<file path="src/rtl/i2c_meas_scheduler.sv">
// i2c_meas_scheduler
// Starts I2C measurements on a periodic tick or on a host request. Each
// transaction has a timeout; after a timeout the engine gets a recovery
// reset and the measurement is retried. The last good sample is held for
// the system bus, and a sticky error flags a transaction that used up all
// of its retries.
module i2c_meas_scheduler #(
    parameter int PERIOD_CYC  = 50_000_000,
    parameter int TIMEOUT_CYC = 5_000_000,
    parameter int RST_CYC     = 16,
    parameter int MAX_RETRY   = 3,
    parameter int DATA_W      = 16
) (
    input  logic              mclk,
    input  logic              resetG,
    input  logic              enable,
    input  logic              host_req,
    input  logic              err_clr,
    input  logic              i2c_done,
    input  logic [DATA_W-1:0] i2c_data,
    output logic              measure,
    output logic              eng_reset,
    output logic              busy,
    output logic [DATA_W-1:0] result,
    output logic              result_valid,
    output logic              host_ack,
    output logic              err,
    output logic [1:0]        retry_cnt
);

    localparam int PER_W = (PERIOD_CYC  > 1) ? $clog2(PERIOD_CYC)  : 1;
    localparam int TO_W  = (TIMEOUT_CYC > 1) ? $clog2(TIMEOUT_CYC) : 1;
    localparam int RC_W  = (RST_CYC     > 1) ? $clog2(RST_CYC)     : 1;

    typedef enum logic [1:0] {
        S_IDLE    = 2'd0,
        S_ISSUE   = 2'd1,
        S_WAIT    = 2'd2,
        S_RECOVER = 2'd3
    } state_t;

    state_t            state;
    logic [PER_W-1:0]  per_cnt;
    logic [TO_W-1:0]   to_cnt;
    logic [RC_W-1:0]   rc_cnt;
    logic              pend_host;
    logic              pend_per;
    logic              txn_host;
    logic              tick;
    logic              to_hit;
    logic              exhaust;

    assign tick    = enable && (per_cnt == PER_W'(PERIOD_CYC - 1));
    assign to_hit  = (state == S_WAIT) && !i2c_done && (to_cnt == TO_W'(TIMEOUT_CYC - 1));
    assign exhaust = to_hit && (int'(retry_cnt) >= MAX_RETRY);

    // Free-running period counter while enabled, parked at zero otherwise.
    always_ff @(posedge mclk or posedge resetG) begin
        if (resetG) begin
            per_cnt <= '0;
        end else if (!enable || tick) begin
            per_cnt <= '0;
        end else begin
            per_cnt <= per_cnt + 1'b1;
        end
    end

    // Transaction sequencer: issue, watch for done/timeout, recover and retry.
    always_ff @(posedge mclk or posedge resetG) begin
        if (resetG) begin
            state        <= S_IDLE;
            to_cnt       <= '0;
            rc_cnt       <= '0;
            pend_host    <= 1'b0;
            pend_per     <= 1'b0;
            txn_host     <= 1'b0;
            measure      <= 1'b0;
            eng_reset    <= 1'b0;
            busy         <= 1'b0;
            result       <= '0;
            result_valid <= 1'b0;
            host_ack     <= 1'b0;
            err          <= 1'b0;
            retry_cnt    <= '0;
        end else begin
            measure      <= 1'b0;
            result_valid <= 1'b0;
            host_ack     <= 1'b0;
            case (state)
                S_IDLE: begin
                    if (pend_host || pend_per) begin
                        state     <= S_ISSUE;
                        measure   <= 1'b1;
                        busy      <= 1'b1;
                        txn_host  <= pend_host;
                        pend_host <= 1'b0;
                        pend_per  <= 1'b0;
                        retry_cnt <= '0;
                    end
                end
                S_ISSUE: begin
                    to_cnt <= '0;
                    state  <= S_WAIT;
                end
                S_WAIT: begin
                    if (i2c_done) begin
                        result       <= i2c_data;
                        result_valid <= 1'b1;
                        host_ack     <= txn_host;
                        busy         <= 1'b0;
                        state        <= S_IDLE;
                    end else if (to_hit) begin
                        if (exhaust) begin
                            host_ack <= txn_host;
                            busy     <= 1'b0;
                            state    <= S_IDLE;
                        end else begin
                            retry_cnt <= retry_cnt + 2'd1;
                            eng_reset <= 1'b1;
                            rc_cnt    <= '0;
                            state     <= S_RECOVER;
                        end
                    end else begin
                        to_cnt <= to_cnt + 1'b1;
                    end
                end
                S_RECOVER: begin
                    if (rc_cnt == RC_W'(RST_CYC - 1)) begin
                        eng_reset <= 1'b0;
                        measure   <= 1'b1;
                        state     <= S_ISSUE;
                    end else begin
                        rc_cnt <= rc_cnt + 1'b1;
                    end
                end
                default: state <= S_IDLE;
            endcase
            // New requests land after the IDLE clear so a same-cycle arrival stays pending.
            if (host_req) pend_host <= 1'b1;
            if (tick)     pend_per  <= 1'b1;
            // Setting the error outranks clearing it.
            err <= exhaust | (err & ~err_clr);
        end
    end

endmodule
</file>
<file path="config.mk">
export PLATFORM = sky130hd
export DESIGN_NAME = i2c_meas_scheduler
export DESIGN_NICKNAME = d
export VERILOG_FILES = /design/src/rtl/i2c_meas_scheduler.sv
export SDC_FILE = /design/constraint.sdc
export NUM_CORES = 1
export LEC_CHECK = 0
export CAP_MARGIN = 20
export CORE_UTILIZATION = 30
export CTS_CLUSTER_DIAMETER = 150
export DETAILED_ROUTE_END_ITERATION = 6
export REMOVE_ABC_BUFFERS = 1
export SYNTH_ARGS = -nofsm -noshare
export SYNTH_HDL_FRONTEND = slang
export SYNTH_SLANG_ARGS = --single-unit
</file>
<file path="constraint.sdc">
create_clock -name mclk -period 3.4 [get_ports mclk]
set_input_delay 0.68 -clock mclk [delete_from_list [all_inputs] [get_ports mclk]]
set_output_delay 0.68 -clock mclk [all_outputs]
set_load 0.01 [all_outputs]
</file>
==> results.md <==
* Largest net degree at the start of global routing at 83
* Num ports at 46
* First-pass GRT wire length at 14.88 mm
* Final Hold Vio Count at 0
* Final wirelength at 8.426 mm
* Num rows at 42
* Final core utilization at 37.69%
* Post-synthesis sequential area ratio at 50.17%
* Layout fillers at 1,296
* Detailed-route DRC error count at 0
* Root buffer cell: clkbuf_16
* Vias in the first global route at 3,171
* Min Tclk post-route at 2398 ps
* Syn. warnings at 0
* Pleak at 2.137 nW
* Worst vdd ir at 441.0 uV
* CTS H-Tree Depth at 3
* Pre-Repair DR Iteration Count at 4
* #FFs+latches synth at 82
* Sw Pwr at 0.0008936 W
* Unrepaired setup endpoints after global routing: no
* Starting Density at 30.76%
* Layout area overhead at 22.51%
* Sw Share at 29.51%
* Clock Skews at 5.862 ps
* Starting DRT DRC Count at 152
* Routed WL per cell at 13.37 um
* HPWL after detailed placement at 5.823 mm
* Setup TNS at 0 ps
* DR vias/cell at 5.030
* Post-CTS resize count at 0
* Diode count at 0
* GRT overflow at 0
* Post-Syn Area per Cell at 10.12 um^2
* Max Fclk at 417.1 MHz
* Internal power at 0.002135 W
* CTS tree: done
* Max_slew headroom at 52.75%
* Flip-flop and latch area at 2052 um^2
* Crit start category: flop
* Post-Syn Area at 4090 um^2
* Combinational power share at 27.2%
* Final period util at 70.52%
* Skew-Pair Late Insertion Delay at 340 ps
* Worst Tran Pin Value at 707.1 ps
* CP arrival at 2650 ps
* Die span in y at 118.8 um
* GP Congestion at 0.8039
* Clk slew on worst S/H paths at 60 ps
* Worst hold path type: flop to flop
* Total Routing Usage GR at 12.99%
* Setup CP Type: flop to flop
* Initial antenna violation count at 0
* Clock power share at 32.0%
* DRT antenna net count at 0
* Most used DFF post-synth: dfrtp_1
* Via count of the routed design at 3,169
* Power per standard cell area at 604.4 nW/um^2
* Crit path capture type: flop
* Maximum net fanout on the critical path at 20
* Maximum root-to-sink buffer count at 2
* Crit path required time at 3660 ps
* Run status: complete, no violations
* Setup bufs post-CTS at 0
* Final #Nets at 480
* CTS hold repair buffers at 0
* Die Span X at 118.8 um
* Synth cell types at 50
* Max-slew violations at 0
* Reg power frac at 40.8%
* Max Cap Viol at 0
* Number of synthesized flops with an enable pin at 0
* Core area at 13,300 um^2
* Area occupied by multi-input gates at 1909 um^2
* Share of cells above drive strength 1 at 9.471%
* Synthesized instance count at 404
* Async set or reset register ratio after synthesis at 100.0%
* PortBufs at 45
* Clk sink count at 82
* Total CTS buffers at 9
* Final Setup Violations at 0
* Die area at 14,110 um^2
power groups by stage:
stage / Sequential [W] / Clock, W / Combinational, W
6_report: 0.00124 / 0.000968 / 0.000824
5_1_grt: 0.00126 / 0.00103 / 0.000916
4_1_cts: 0.00124 / 0.000993 / 0.000835
3_5_place_dp: 0.00125 / 0 / 0.000832
3_3_place_gp: 0.00124 / 0 / 0.000828
2_1_floorplan: 0.00129 / 0 / 0.000405
per-layer routing:
metal,global-route usage [%],vias up,routed length (um)
met4,3.639,0,93
met1,16.26,1570,3864
li1,-,1531,-
met5,0,-,0
met3,4.778,11,473
met2,20.91,57,3994
final timing paths:
kind / start / end / slack (ps) / cells after the start
min: result[3]$_DFFE_PP0P_ / result[3]$_DFFE_PP0P_ / 500 / 1
min reg2reg: result[3]$_DFFE_PP0P_ / result[3]$_DFFE_PP0P_ / 500 / 1
max reg2reg: state[0]$_DFFE_PP0P_ / to_cnt[7]$_DFFE_PP0P_ / 1000 / 6
max in group asynchronous: resetG / to_cnt[11]$_DFFE_PP0P_ / 2310 / 3
min in group asynchronous: resetG / result[2]$_DFFE_PP0P_ / 760 / 3
max: state[0]$_DFFE_PP0P_ / to_cnt[7]$_DFFE_PP0P_ / 1000 / 6
per-stage QoR:
| step | hold slack [ps] | area [um^2] | setup WS, ps | cells | total power (W) |
|---|---|---|---|---|---|
| 6_report | 501.6 | 5011 | 1002 | 630 | 0.003029 |
| 5_1_grt | 511.7 | 5011 | 773.2 | 630 | 0.003212 |
| 4_1_cts | 505.3 | 5011 | 1011 | 630 | 0.003068 |
| 3_5_place_dp | 485.3 | 4717 | 760.0 | 615 | 0.002087 |
| 3_3_place_gp | 486.3 | 4717 | 838.3 | 615 | 0.002072 |
| 2_1_floorplan | 465.7 | 4010 | 611.6 | 391 | 0.001694 |
state kept, by name, summed over array words and instances (netlist names), 2 cells and up:
name,count
retry_cnt,2
to_cnt,23
rc_cnt,4
per_cnt,26
result,16
state,2
synthesized netlist by cell type (3+ instances only):
library cell,instances,share of area [%]
and3_1,7,1.1
o21ai_0,13,1.6
buf_4,4,0.73
xnor2_1,14,3.0
dfrtp_1,82,50
nor4_1,9,1.4
nand2_1,36,3.3
ha_1,8,2.4
nor3_1,11,1.3
nor2_1,44,4.0
xor2_1,15,3.2
inv_1,13,1.2
a21o_1,3,0.55
or4_1,4,0.73
nand3_1,27,3.3
a31oi_1,3,0.46
clkbuf_1,6,0.55
mux2_2,16,4.4
nand4_1,15,2.3
a21oi_1,15,1.8
and2_1,3,0.46
a211oi_1,3,0.55
mux2i_1,10,2.4
o31ai_1,6,1.1
cell type report:
| class | instances | share of cell area [%] |
|---|---|---|
| sequential | 82 | 40.95 |
| multi-input combinational | 296 | 38.10 |
| timing repair buffer | 48 | 9.688 |
| clock buffer | 10 | 4.769 |
| tap | 176 | 4.394 |
| clock inverter | 5 | 1.099 |
| inverter | 13 | 0.9988 |
critical path, cell delays in order, from the launching register on:
cell and delay, ps:
dfrtp_1 400, inv_1 110, ha_1 490, nand2b_1 190, a21o_1 400, or4_1 580, a21oi_1 160
kinds of logic after synthesis:
group	count (synthesis)	synth area share, %
xor+xnor	29	6.210
compound gates	58	9.269
simple gates	175	21.90
mux	26	6.852
fa+ha+maj	8	2.447
flops	82	50.17
buf+inv	26	3.151
placed cells by master, fill, tap and decap left out, types with 10 or more instances in the layout:
master,n
nand3_1,27
mux2i_1,10
nor3_1,11
a21oi_1,15
mux2_2,16
xnor2_1,14
nor2_1,44
nand4_1,15
nand2_1,36
dfrtp_1,82
xor2_1,15
inv_1,12
clkdlybuf4s50_1,45
o21ai_0,13
(Power assumes the default switching activity.)
